File: config.mk
export PLATFORM = sky130hd
export DESIGN_NAME = writeback_arbiter
export DESIGN_NICKNAME = d
export VERILOG_FILES = /design/src/rtl/writeback_arbiter.sv
export SDC_FILE = /design/constraint.sdc
export NUM_CORES = 1
export LEC_CHECK = 0
export BUFFER_PORTS_ARGS = -buffer_cell sky130_fd_sc_hd__buf_2
export CAP_MARGIN = 40
export CORE_AREA = 4 4 106 88
export DETAILED_ROUTE_END_ITERATION = 10
export DIE_AREA = 0 0 110 92
export HOLD_SLACK_MARGIN = 0.12
export PLACE_DENSITY = 0.88
export SETUP_SLACK_MARGIN = 0.5
export SLEW_MARGIN = 10
export SYNTH_ARGS = -nofsm -noshare
export SYNTH_HDL_FRONTEND = slang
export SYNTH_SLANG_ARGS = --single-unit
File: constraint.sdc
create_clock -name clk -period 2.95 [get_ports clk]
set_clock_uncertainty 0.15 [all_clocks]
set_input_delay 0.4425 -clock clk [delete_from_list [all_inputs] [get_ports clk]]
set_output_delay 0.4425 -clock clk [all_outputs]
set_load 0.05 [all_outputs]
File: src/rtl/writeback_arbiter.sv
// writeback_arbiter
//   Merges ALU and load-unit writeback requests onto the single register file
//   write port. Round-robin arbitration is used when both request together.
//   Also keeps a 32-entry busy scoreboard that decode uses to detect pending
//   destination writes and raise a stall.
//
// Ports
//   clk, rst                          clock, async active-high reset
//   alu_valid/alu_rd/alu_data         ALU writeback request
//   alu_ready                         ALU request granted this cycle (comb)
//   mem_valid/mem_rd/mem_data         load-unit writeback request
//   mem_ready                         load-unit request granted this cycle (comb)
//   reserve_en/reserve_address        mark a destination register pending
//   query_a_address/query_b_address   decode source operands
//   query_a_busy/query_b_busy         queried register has a pending write
//   stall                             either queried register is busy
//   register_write_en/rd_address/
//   register_write_data               registered register file write port
module writeback_arbiter (
  input  logic        clk,
  input  logic        rst,
  input  logic        alu_valid,
  input  logic [4:0]  alu_rd,
  input  logic [31:0] alu_data,
  output logic        alu_ready,
  input  logic        mem_valid,
  input  logic [4:0]  mem_rd,
  input  logic [31:0] mem_data,
  output logic        mem_ready,
  input  logic        reserve_en,
  input  logic [4:0]  reserve_address,
  input  logic [4:0]  query_a_address,
  input  logic [4:0]  query_b_address,
  output logic        query_a_busy,
  output logic        query_b_busy,
  output logic        stall,
  output logic        register_write_en,
  output logic [4:0]  rd_address,
  output logic [31:0] register_write_data
);

  typedef enum logic {
    PRIO_ALU = 1'b0,
    PRIO_MEM = 1'b1
  } prio_t;

  prio_t       prio;
  logic [31:0] busy;
  logic [31:0] busy_next;
  logic        grant_alu;
  logic        grant_mem;

  // Grants are forced low while reset is held so no request is consumed
  // that the output stage would then discard.
  always_comb begin
    grant_alu = !rst && alu_valid && (!mem_valid || (prio == PRIO_ALU));
    grant_mem = !rst && mem_valid && (!alu_valid || (prio == PRIO_MEM));
  end

  assign alu_ready = grant_alu;
  assign mem_ready = grant_mem;

  // Clear for the retiring write first, then set for a new reservation, so a
  // same-edge set of the same register wins (a new producer is in flight).
  always_comb begin
    busy_next = busy;
    if (grant_alu) busy_next[alu_rd] = 1'b0;
    if (grant_mem) busy_next[mem_rd] = 1'b0;
    if (reserve_en) busy_next[reserve_address] = 1'b1;
    busy_next[0] = 1'b0;
  end

  always_ff @(posedge clk or posedge rst) begin
    if (rst) begin
      prio                <= PRIO_ALU;
      busy                <= '0;
      register_write_en   <= 1'b0;
      rd_address          <= '0;
      register_write_data <= '0;
    end else begin
      busy              <= busy_next;
      register_write_en <= 1'b0;
      if (grant_alu) begin
        rd_address          <= alu_rd;
        register_write_data <= alu_data;
        register_write_en   <= (alu_rd != 5'd0);
        prio                <= PRIO_MEM;
      end else if (grant_mem) begin
        rd_address          <= mem_rd;
        register_write_data <= mem_data;
        register_write_en   <= (mem_rd != 5'd0);
        prio                <= PRIO_ALU;
      end
    end
  end

  assign query_a_busy = busy[query_a_address];
  assign query_b_busy = busy[query_b_address];
  assign stall        = query_a_busy | query_b_busy;

endmodule

==> results of run 1 <==
-- final timing paths --
path | from | end | slack, ns | depth (start not counted)
worst min-delay path | alu_data[22] | register_write_data[22] | 0.22 | 3
worst max-delay path | busy[7] | stall | 0.33 | 6
min in group asynchronous | rst | register_write_data[23] | 0.64 | 4
max in group asynchronous | rst | register_write_data[13] | 1.46 | 5
worst max register to register | prio | busy[29] | 0.94 | 6
worst min register to register | register_write_data[13] | register_write_data[13] | 0.33 | 2
-- cell usage after synthesis (6+ instances only) --
library cell,number,share of area [%]
a21oi_1,7,0.85
a22o_1,18,3.8
a22oi_1,23,4.2
clkbuf_1,18,1.6
dfrtp_1,70,43
inv_1,12,1.1
mux2i_1,55,13
nand2_1,51,4.7
nand3_1,19,2.3
nor2_1,13,1.2
nor3_1,6,0.73
nor3b_1,9,1.6
o21ai_0,45,5.5
o221ai_1,9,1.9
-- cell families after synthesis --
group,Yosys count,synth area share (%)
buf+inv,41,4.60
flops,70,42.7
compound gates,114,18.6
simple gates,132,16.8
mux,62,17.3
-- through the flow --
stage / instance area [sq um] / utilization [%] / total power [mW]
final: 5150 / 62.0 / 3.05
after global routing: 5150 / 62.0 / 3.20
after CTS: 5120 / 61.7 / 3.03
after detailed placement: 4870 / 58.7 / 2.30
after global placement: 4840 / 58.3 / 2.25
after floorplan: 4150 / - / 1.99
-- worst min-delay path: stages --
cell and delay [ns]:
buf_2 0.07, mux2i_1 0.05, o21ai_0 0.13
-- where the power goes --
part           switching [mW]  internal [mW]
Clock                   0.387          0.311
Combinational           0.641          0.405
Sequential              0.166           1.14
-- layout make-up --
cell class	count	area, sq um
Fill cell	713	3150
Multi-Input combinational cell	308	2210
Sequential cell	70	1750
Timing Repair Buffer	149	820
Tap cell	112	140
Clock buffer	10	128
Inverter	12	48.8
Clock inverter	6	46.3
-- registers in the layout (all words and copies together), names as in the netlist --
| name | flops |
|---|---|
| register_write_data | 32 |
| register_write_en | 1 |
| rd_address | 5 |
| busy | 31 |
| prio | 1 |
-- metal layers --
layer / vias to the layer above / share of wire, % / GRT usage [%]
met1: 1865 / 40 / 33.4
met4: 0 / 1.4 / 6.65
met3: 25 / 9.1 / 6.47
met2: 205 / 49 / 41.1
met5: - / 0 / 0
li1: 1822 / - / -
-- repair_timing --
action,CTS,global route
resized for setup,11,1
hold buffers,1,0
pin swaps,6,1
setup endpoints to repair,3,3
hold endpoints to repair,19,0
setup buffers,5,3
==> impl_metrics.py, run 1 <==
metrics = {
    "outcome": {
        "status": "finished, final reports clean",
    },
    "logic_synthesis": {
        "yosys_warnings": 0,
        "postSynth.asyncResetShare_pct": 100,
        "syn_avg_cell_area_sq_um": 9.80,
        "synthCells": 419,
        "netlist-cell-type-count": 46,
        "syn-cell-area_sq_um": 4110,
        "synth_ff_type": "dfrtp_1",
        "syn_nets": 513,
        "synth.yosys.seq_area_share_pct": 42.7,
        "synth_edf_count": 0,
        "synth-seq-cells": 70,
    },
    "setup_path": {
        "worst_ep_required_time_ns": 2.36,
        "end_kind": "primary output",
        "worstPathCellList": "mux4_2, nand2b_4, o211ai_1, nand4_1, nand4b_1, buf_6",
        "cpPeakStageDelay_ns": 0.47,
        "crit_type": "register to primary output",
        "startpoint_type": "register",
        "path_delay_family": "simple AND/OR/NAND/NOR gates",
        "path_max_fanout": 3,
        "arrival_ns": 2.03,
        "critPathBufInv": 1,
        "cpMaxStageDelayCell": "mux4_2",
    },
    "timing": {
        "finalSetupViolations": 0,
        "worst_slack_ns": 0.327,
        "drv_slew": 0,
        "fmax_mhz": 381,
        "tightest_slew_ns": 0.715,
        "finalCritPeriodShare_pct": 88.9,
        "worst_hold_slack_ns": 0.219,
        "rsz0062_at_grt": "true",
        "hold_violations": 0,
        "period_needed_ns": 2.62,
        "setup_tns_ns": 0,
        "slew_headroom_pct": 52.1,
    },
    "placed_design": {
        "port_buffers": 136,
        "pre_cts_slack_ns": 0.283,
        "place_inst": 642,
        "hpwl_um": 9510,
        "gp_congestion": 0.975,
    },
    "layout": {
        "diodes": 0,
        "final_cells": 667,
        "area_growth_pct": 25.4,
        "nets": 644,
        "drive_gt1_share_pct": 33.0,
        "final_cell_mix": "buf_2, dfrtp_1, mux2i_1, nand2_1, o21ai_0",
        "final_common_cell": "buf_2",
    },
    "route": {
        "routedWlPerCell_um": 18.6,
        "drt_iter0_drc": 518,
        "via_per_inst": 5.87,
        "first_pass_iters": 5,
        "drc": 0,
        "ant_nets": 0,
        "vias": 3917,
        "drt-total-wl_um": 12400,
    },
    "pwr": {
        "ir_worst_vdd_uv": 331,
        "power.density_nw_per_um2": 593,
        "leakage_nw": 2.57,
    },
    "floorplan": {
        "die_height_um": 92,
        "dieWidth_um": 110,
        "rows": 30,
        "io-pin-count": 137,
        "core_area_sq_um": 8300,
        "initial_core_util_pct": 49.5,
        "fp.dieArea_sq_um": 10100,
    },
    "global_route": {
        "grt_pass1_wl_um": 19900,
        "antenna_found_initial": 0,
        "grt.total_usage_pct": 25.3,
        "grt_max_degree": 52,
        "grt_pass1_vias": 3925,
        "grt_overflow": 0,
    },
    "cts": {
        "path_clk_slew_ns": 0.08,
        "cts_sinks": 70,
        "cts_inserted_buffers": 9,
        "cts_tree": "done",
        "htree_num_levels": 3,
        "clockBufferDepth": 2,
        "root_buffer": "clkbuf_8",
        "clock_latency_ns": 0.35,
    },
    "min_path": {
        "min_path_type": "input port to register",
    },
    "job": {
        "cap_violations": 0,
    },
}
No activity file was read; power rests on OpenSTA's default activity.
==> run 2: changes to the inputs <==
Clock period 2.95 ns to 2.5 ns, I/O delays scaled along.
==> run 2 against run 1 <==
Net effect:
- the flow now finishes with violations (negative setup slack)
- final area grew 1.2%
- clock power grew 18%
- hold slack worse by 0.071 ns
- largest cell class unchanged
==> impl_metrics.py, run 2 (synthesis gave the netlist of run 1 again) <==
metrics = {
    "setup_path": {
        "critPathBufInv": 1,
        "path_max_fanout": 3,
        "end_kind": "primary output",
        "worstPathCellList": "mux4_2, mux2_4, a31oi_4, nand4b_1, buf_6",
        "arrival_ns": 2.01,
        "worst_ep_required_time_ns": 1.98,
        "startpoint_type": "register",
        "path_delay_family": "multiplexers",
        "r2r_slack_ns": 0.58,
        "cpMaxStageDelayCell": "mux4_2",
        "cpPeakStageDelay_ns": 0.47,
        "crit_type": "register to primary output",
    },
    "route": {
        "ant_nets": 0,
        "first_pass_iters": 5,
        "drt_iter0_drc": 332,
        "via_per_inst": 5.81,
        "drt-total-wl_um": 12100,
        "routedWlPerCell_um": 18.1,
        "drc": 0,
        "vias": 3897,
    },
    "outcome": {
        "violations": "negative setup slack",
        "status": "finished with violations",
    },
    "layout": {
        "final_util_pct": 62.8,
        "final_cells": 671,
        "final_common_cell": "buf_2",
        "top_regs": "register_write_data x32, busy x31, rd_address x5",
        "drive_gt1_share_pct": 34.2,
        "diodes": 0,
        "area_growth_pct": 26.9,
        "nets": 648,
        "largest_register": "register_write_data",
        "final_cell_mix": "buf_2, dfrtp_1, mux2i_1, nand2_1, o21ai_1",
        "largest_reg_flops": 32,
    },
    "global_route": {
        "grt.total_usage_pct": 24.7,
        "grt_pass1_vias": 3856,
        "grt_pass1_wl_um": 19400,
        "grt_max_degree": 71,
        "antenna_found_initial": 0,
        "grt_overflow": 0,
    },
    "floorplan": {
        "core_area_sq_um": 8300,
        "initial_core_util_pct": 49.5,
        "dieWidth_um": 110,
        "fp.dieArea_sq_um": 10100,
        "die_height_um": 92,
        "io-pin-count": 137,
        "rows": 30,
    },
    "cts": {
        "clock_latency_ns": 0.35,
        "cts_inserted_buffers": 9,
        "cts_sinks": 70,
        "htree_num_levels": 3,
        "cts_tree": "done",
        "clockBufferDepth": 2,
        "path_clk_slew_ns": 0.08,
        "root_buffer": "clkbuf_8",
    },
    "timing": {
        "finalSetupViolations": 1,
        "hold_violations": 0,
        "rsz0062_at_grt": "true",
        "finalCritPeriodShare_pct": 102,
        "setup_tns_ns": -0.0381,
        "worst_slack_ns": -0.0381,
        "tightest_slew_ns": 0.774,
        "fmax_mhz": 394,
        "worst_hold_slack_ns": 0.148,
        "drv_slew": 0,
        "period_needed_ns": 2.54,
        "slew_headroom_pct": 48.2,
    },
    "job": {
        "cap_violations": 0,
    },
    "pwr": {
        "leakage_nw": 2.59,
        "ir_worst_vdd_uv": 324,
        "power.density_nw_per_um2": 696,
        "total_power_mw": 3.62,
    },
    "placed_design": {
        "port_buffers": 136,
        "hpwl_um": 9320,
        "gp_congestion": 1.00,
        "place_inst": 646,
    },
    "min_path": {
        "min_path_type": "input port to register",
    },
}
==> run 2: where the power goes <==
part,leakage [nW],switching [mW],internal [mW]
combinational,1.66,0.769,0.494
clock,0.0833,0.455,0.367
sequential,0.851,0.191,1.35
total,2.59,1.41,2.21
==> run 2: layer usage <==
| metal | track usage, % | up-vias | wire length, um | share of wire, % |
|---|---|---|---|---|
| li1 | - | 1830 | - | - |
| met1 | 31.7 | 1852 | 4990 | 41 |
| met2 | 40.3 | 192 | 5850 | 48 |
| met3 | 6.54 | 23 | 1100 | 9.1 |
| met4 | 8.10 | 0 | 180 | 1.5 |
| met5 | 0 | - | 0 | 0 |
==> run 2: worst paths after layout <==
kind,cells past startpoint,to,start
setup / recovery,5,stall,busy[23]
max in group asynchronous,5,busy[23],rst
hold reg to reg,2,register_write_data[0],register_write_data[0]
setup reg to reg,5,busy[17],prio
min in group asynchronous,4,busy[24],rst
hold / removal,3,register_write_data[20],alu_data[20]
==> run 2: repair_timing <==
item / CTS / global route
pin swaps: 5 / 0
hold endpoints to repair: 0 / 9
setup endpoints to repair: 4 / 5
hold buffers: 0 / 1
gates resized for setup: 6 / 4
buffers inserted: 6 / 1
==> run 2: final cells by class <==
type                            count  area (sq um)
Fill cell                         679          3090
Multi-Input combinational cell    308          2230
Sequential cell                    70          1750
Timing Repair Buffer              153           865
Tap cell                          112           140
Clock buffer                       10           128
Inverter                           12          48.8
Clock inverter                      6          46.3
==> run 2: worst reg2reg max path, cell delays in order (launching register included) <==
cell and delay [ns]:
dfrtp_1 0.39, nand2b_1 0.15, nand3_1 0.13, nor2_1 0.50
a22oi_1 0.22, a22o_1 0.27
==> run 2: through the flow <==
step	worst slack (ns)	cell area, sq um
floorplan	-0.494	4260
global placement	0.0560	4900
detailed placement	-0.00341	4920
CTS	-0.0560	5160
global route	-0.132	5210
finish	-0.0381	5210
==> run 3: changes to the inputs <==
Settings changed: CAP_MARGIN 40 to 20, CORE_AREA 4 4 106 88 to 4 4 127 104, DIE_AREA 0 0 110 92 to 0 0 131 108, PLACE_DENSITY 0.88 to 0.67.
==> run 3 against run 2 <==
Net effect:
- the flow still finishes with violations (negative setup slack)
- final cell count rose by 5.1%
- non-clock buffer count decreased by 4
- combinational power barely moved
- clock power grew 51%
==> impl_metrics.py, run 3 (synthesis gave the netlist of run 1 again) <==
metrics = {
    "outcome": {
        "status": "finished with violations",
        "violations": "negative setup slack",
    },
    "cts": {
        "postCtsHoldBufs": 0,
        "cts_inserted_buffers": 9,
        "root_buffer": "clkbuf_16",
        "path_clk_slew_ns": 0.05,
        "clock_latency_ns": 0.32,
        "cts_tree": "done",
        "clockBufferDepth": 2,
        "htree_num_levels": 3,
        "cts_sinks": 70,
    },
    "timing": {
        "finalCritPeriodShare_pct": 101,
        "drv_slew": 0,
        "hold_violations": 0,
        "finalSetupViolations": 1,
        "worst_slack_ns": -0.0254,
        "tightest_slew_ns": 0.906,
        "worst_hold_slack_ns": 0.170,
        "rsz0062_at_grt": "true",
        "slew_headroom_pct": 39.6,
        "fmax_mhz": 396,
        "period_needed_ns": 2.53,
    },
    "setup_path": {
        "r2r_slack_ns": 0.70,
        "reg2regPathDepth": 5,
        "startpoint_type": "register",
        "r2r-start": "prio",
        "cpPeakStageDelay_ns": 0.48,
        "end_kind": "primary output",
        "r2r-end": "busy[20]",
        "worstPathCellList": "mux4_2, nand2b_4, o211ai_1, nand4_1, nand4b_1, buf_6",
        "worst_ep_required_time_ns": 1.98,
        "arrival_ns": 2.00,
        "path_max_fanout": 3,
        "cpMaxStageDelayCell": "mux4_2",
        "crit_type": "register to primary output",
    },
    "route": {
        "routedWlPerCell_um": 17.8,
        "via_per_inst": 5.47,
        "first_pass_iters": 5,
        "drt_iter0_drc": 386,
        "drc": 0,
        "drt-total-wl_um": 12600,
        "ant_nets": 0,
        "vias": 3858,
    },
    "floorplan": {
        "die_height_um": 108,
        "core_area_sq_um": 12000,
        "io-pin-count": 137,
        "fp.dieArea_sq_um": 14100,
        "dieWidth_um": 131,
        "rows": 36,
        "initial_core_util_pct": 34.1,
    },
    "layout": {
        "largest_reg_flops": 32,
        "largest_register": "register_write_data",
        "final_util_pct": 44.4,
        "top_regs": "register_write_data x32, busy x31, rd_address x5",
        "final_cell_mix": "buf_2, dfrtp_1, mux2i_1, nand2_1, o21ai_1",
        "diodes": 0,
        "area_growth_pct": 30.0,
        "final_common_cell": "buf_2",
        "fin_area_sq_um": 5340,
        "drive_gt1_share_pct": 33.6,
        "nets": 644,
    },
    "placed_design": {
        "dpl-instance-area_sq_um": 4970,
        "hpwl_um": 9730,
        "port_buffers": 136,
        "gp_congestion": 0.924,
    },
    "global_route": {
        "grt.total_usage_pct": 18.5,
        "grt_overflow": 0,
        "grt_pass1_wl_um": 20600,
        "grt_max_degree": 71,
        "antenna_found_initial": 0,
        "grt_pass1_vias": 3903,
    },
    "min_path": {
        "hold_depth": 3,
        "hold_path_end": "register_write_data[26]",
        "min_from": "alu_data[26]",
        "min_path_type": "input port to register",
    },
    "pwr": {
        "power.density_nw_per_um2": 752,
        "ir_worst_vdd_uv": 305,
        "leakage_nw": 2.64,
    },
    "job": {
        "cap_violations": 0,
    },
}
## run 3: cell count changes in the layout (fill, tap and decap cells not counted), moves of 2 or more
| cell | change |
|---|---|
| inv_6 | -2 |
| clkinvlp_4 | -2 |
| buf_4 | -2 |
| clkbuf_16 | +9 |
| clkbuf_8 | -4 |
## run 3: critical path, delay by kind of cell, from the launching register on
family          cells  cell delay, ns
compound gates      1            0.08
buf+inv             1            0.17
flops               1            0.41
mux                 1            0.48
simple gates        3            0.52
## run 3: worst max-delay path by stage
stage,slack [ns],end,depth (start not counted),startpoint
3_5_place_dp,0.06,stall,6,query_b_address[1]
3_3_place_gp,0.08,stall,6,query_b_address[1]
6_report,-0.03,stall,6,busy[7]
2_1_floorplan,-0.49,stall,6,query_a_address[1]
5_1_grt,-0.12,stall,6,busy[7]
4_1_cts,-0.02,stall,6,busy[7]
## run 3: per-layer routing
layer | vias up | part of all wire, % | track usage [%]
li1 | 1818 | - | -
met1 | 1859 | 41 | 24.1
met2 | 164 | 50 | 30.7
met3 | 17 | 7.5 | 4.89
met4 | 0 | 1.3 | 4.55
met5 | - | 0 | 0
## run 3: through the flow
| step | TNS [ns] | setup WS, ns | instances | total power [mW] |
|---|---|---|---|---|
| final | -0.0254 | -0.0254 | 705 | 4.01 |
| after global routing | -0.120 | -0.115 | 705 | 4.22 |
| after CTS | -0.0179 | -0.0179 | 705 | 4.04 |
| after detailed placement | 0 | 0.0596 | 688 | 2.75 |
| after global placement | 0 | 0.0825 | 688 | 2.72 |
| after floorplan | -0.494 | -0.494 | 419 | 2.39 |
## run 3: timing repair
| action | 4_1_cts | 5_1_grt |
|---|---|---|
| hold endpoints to repair | 0 | 0 |
| setup buffers | 3 | 0 |
| resized for setup | 10 | 5 |
| setup endpoints to repair | 4 | 9 |
| pin swaps | 3 | 1 |
## run 3: final cells by class
class	count	area [sq um]
Fill cell	1120	6690
Multi-Input combinational cell	308	2240
Sequential cell	70	1750
Timing Repair Buffer	149	813
Clock buffer	14	294
Tap cell	152	190
Inverter	12	48.8
## run 3: where the power goes
part / internal, mW / total (mW) / switching (mW)
Combinational: 0.473 / 1.24 / 0.768
Clock: 0.796 / 1.24 / 0.445
Sequential: 1.35 / 1.53 / 0.180
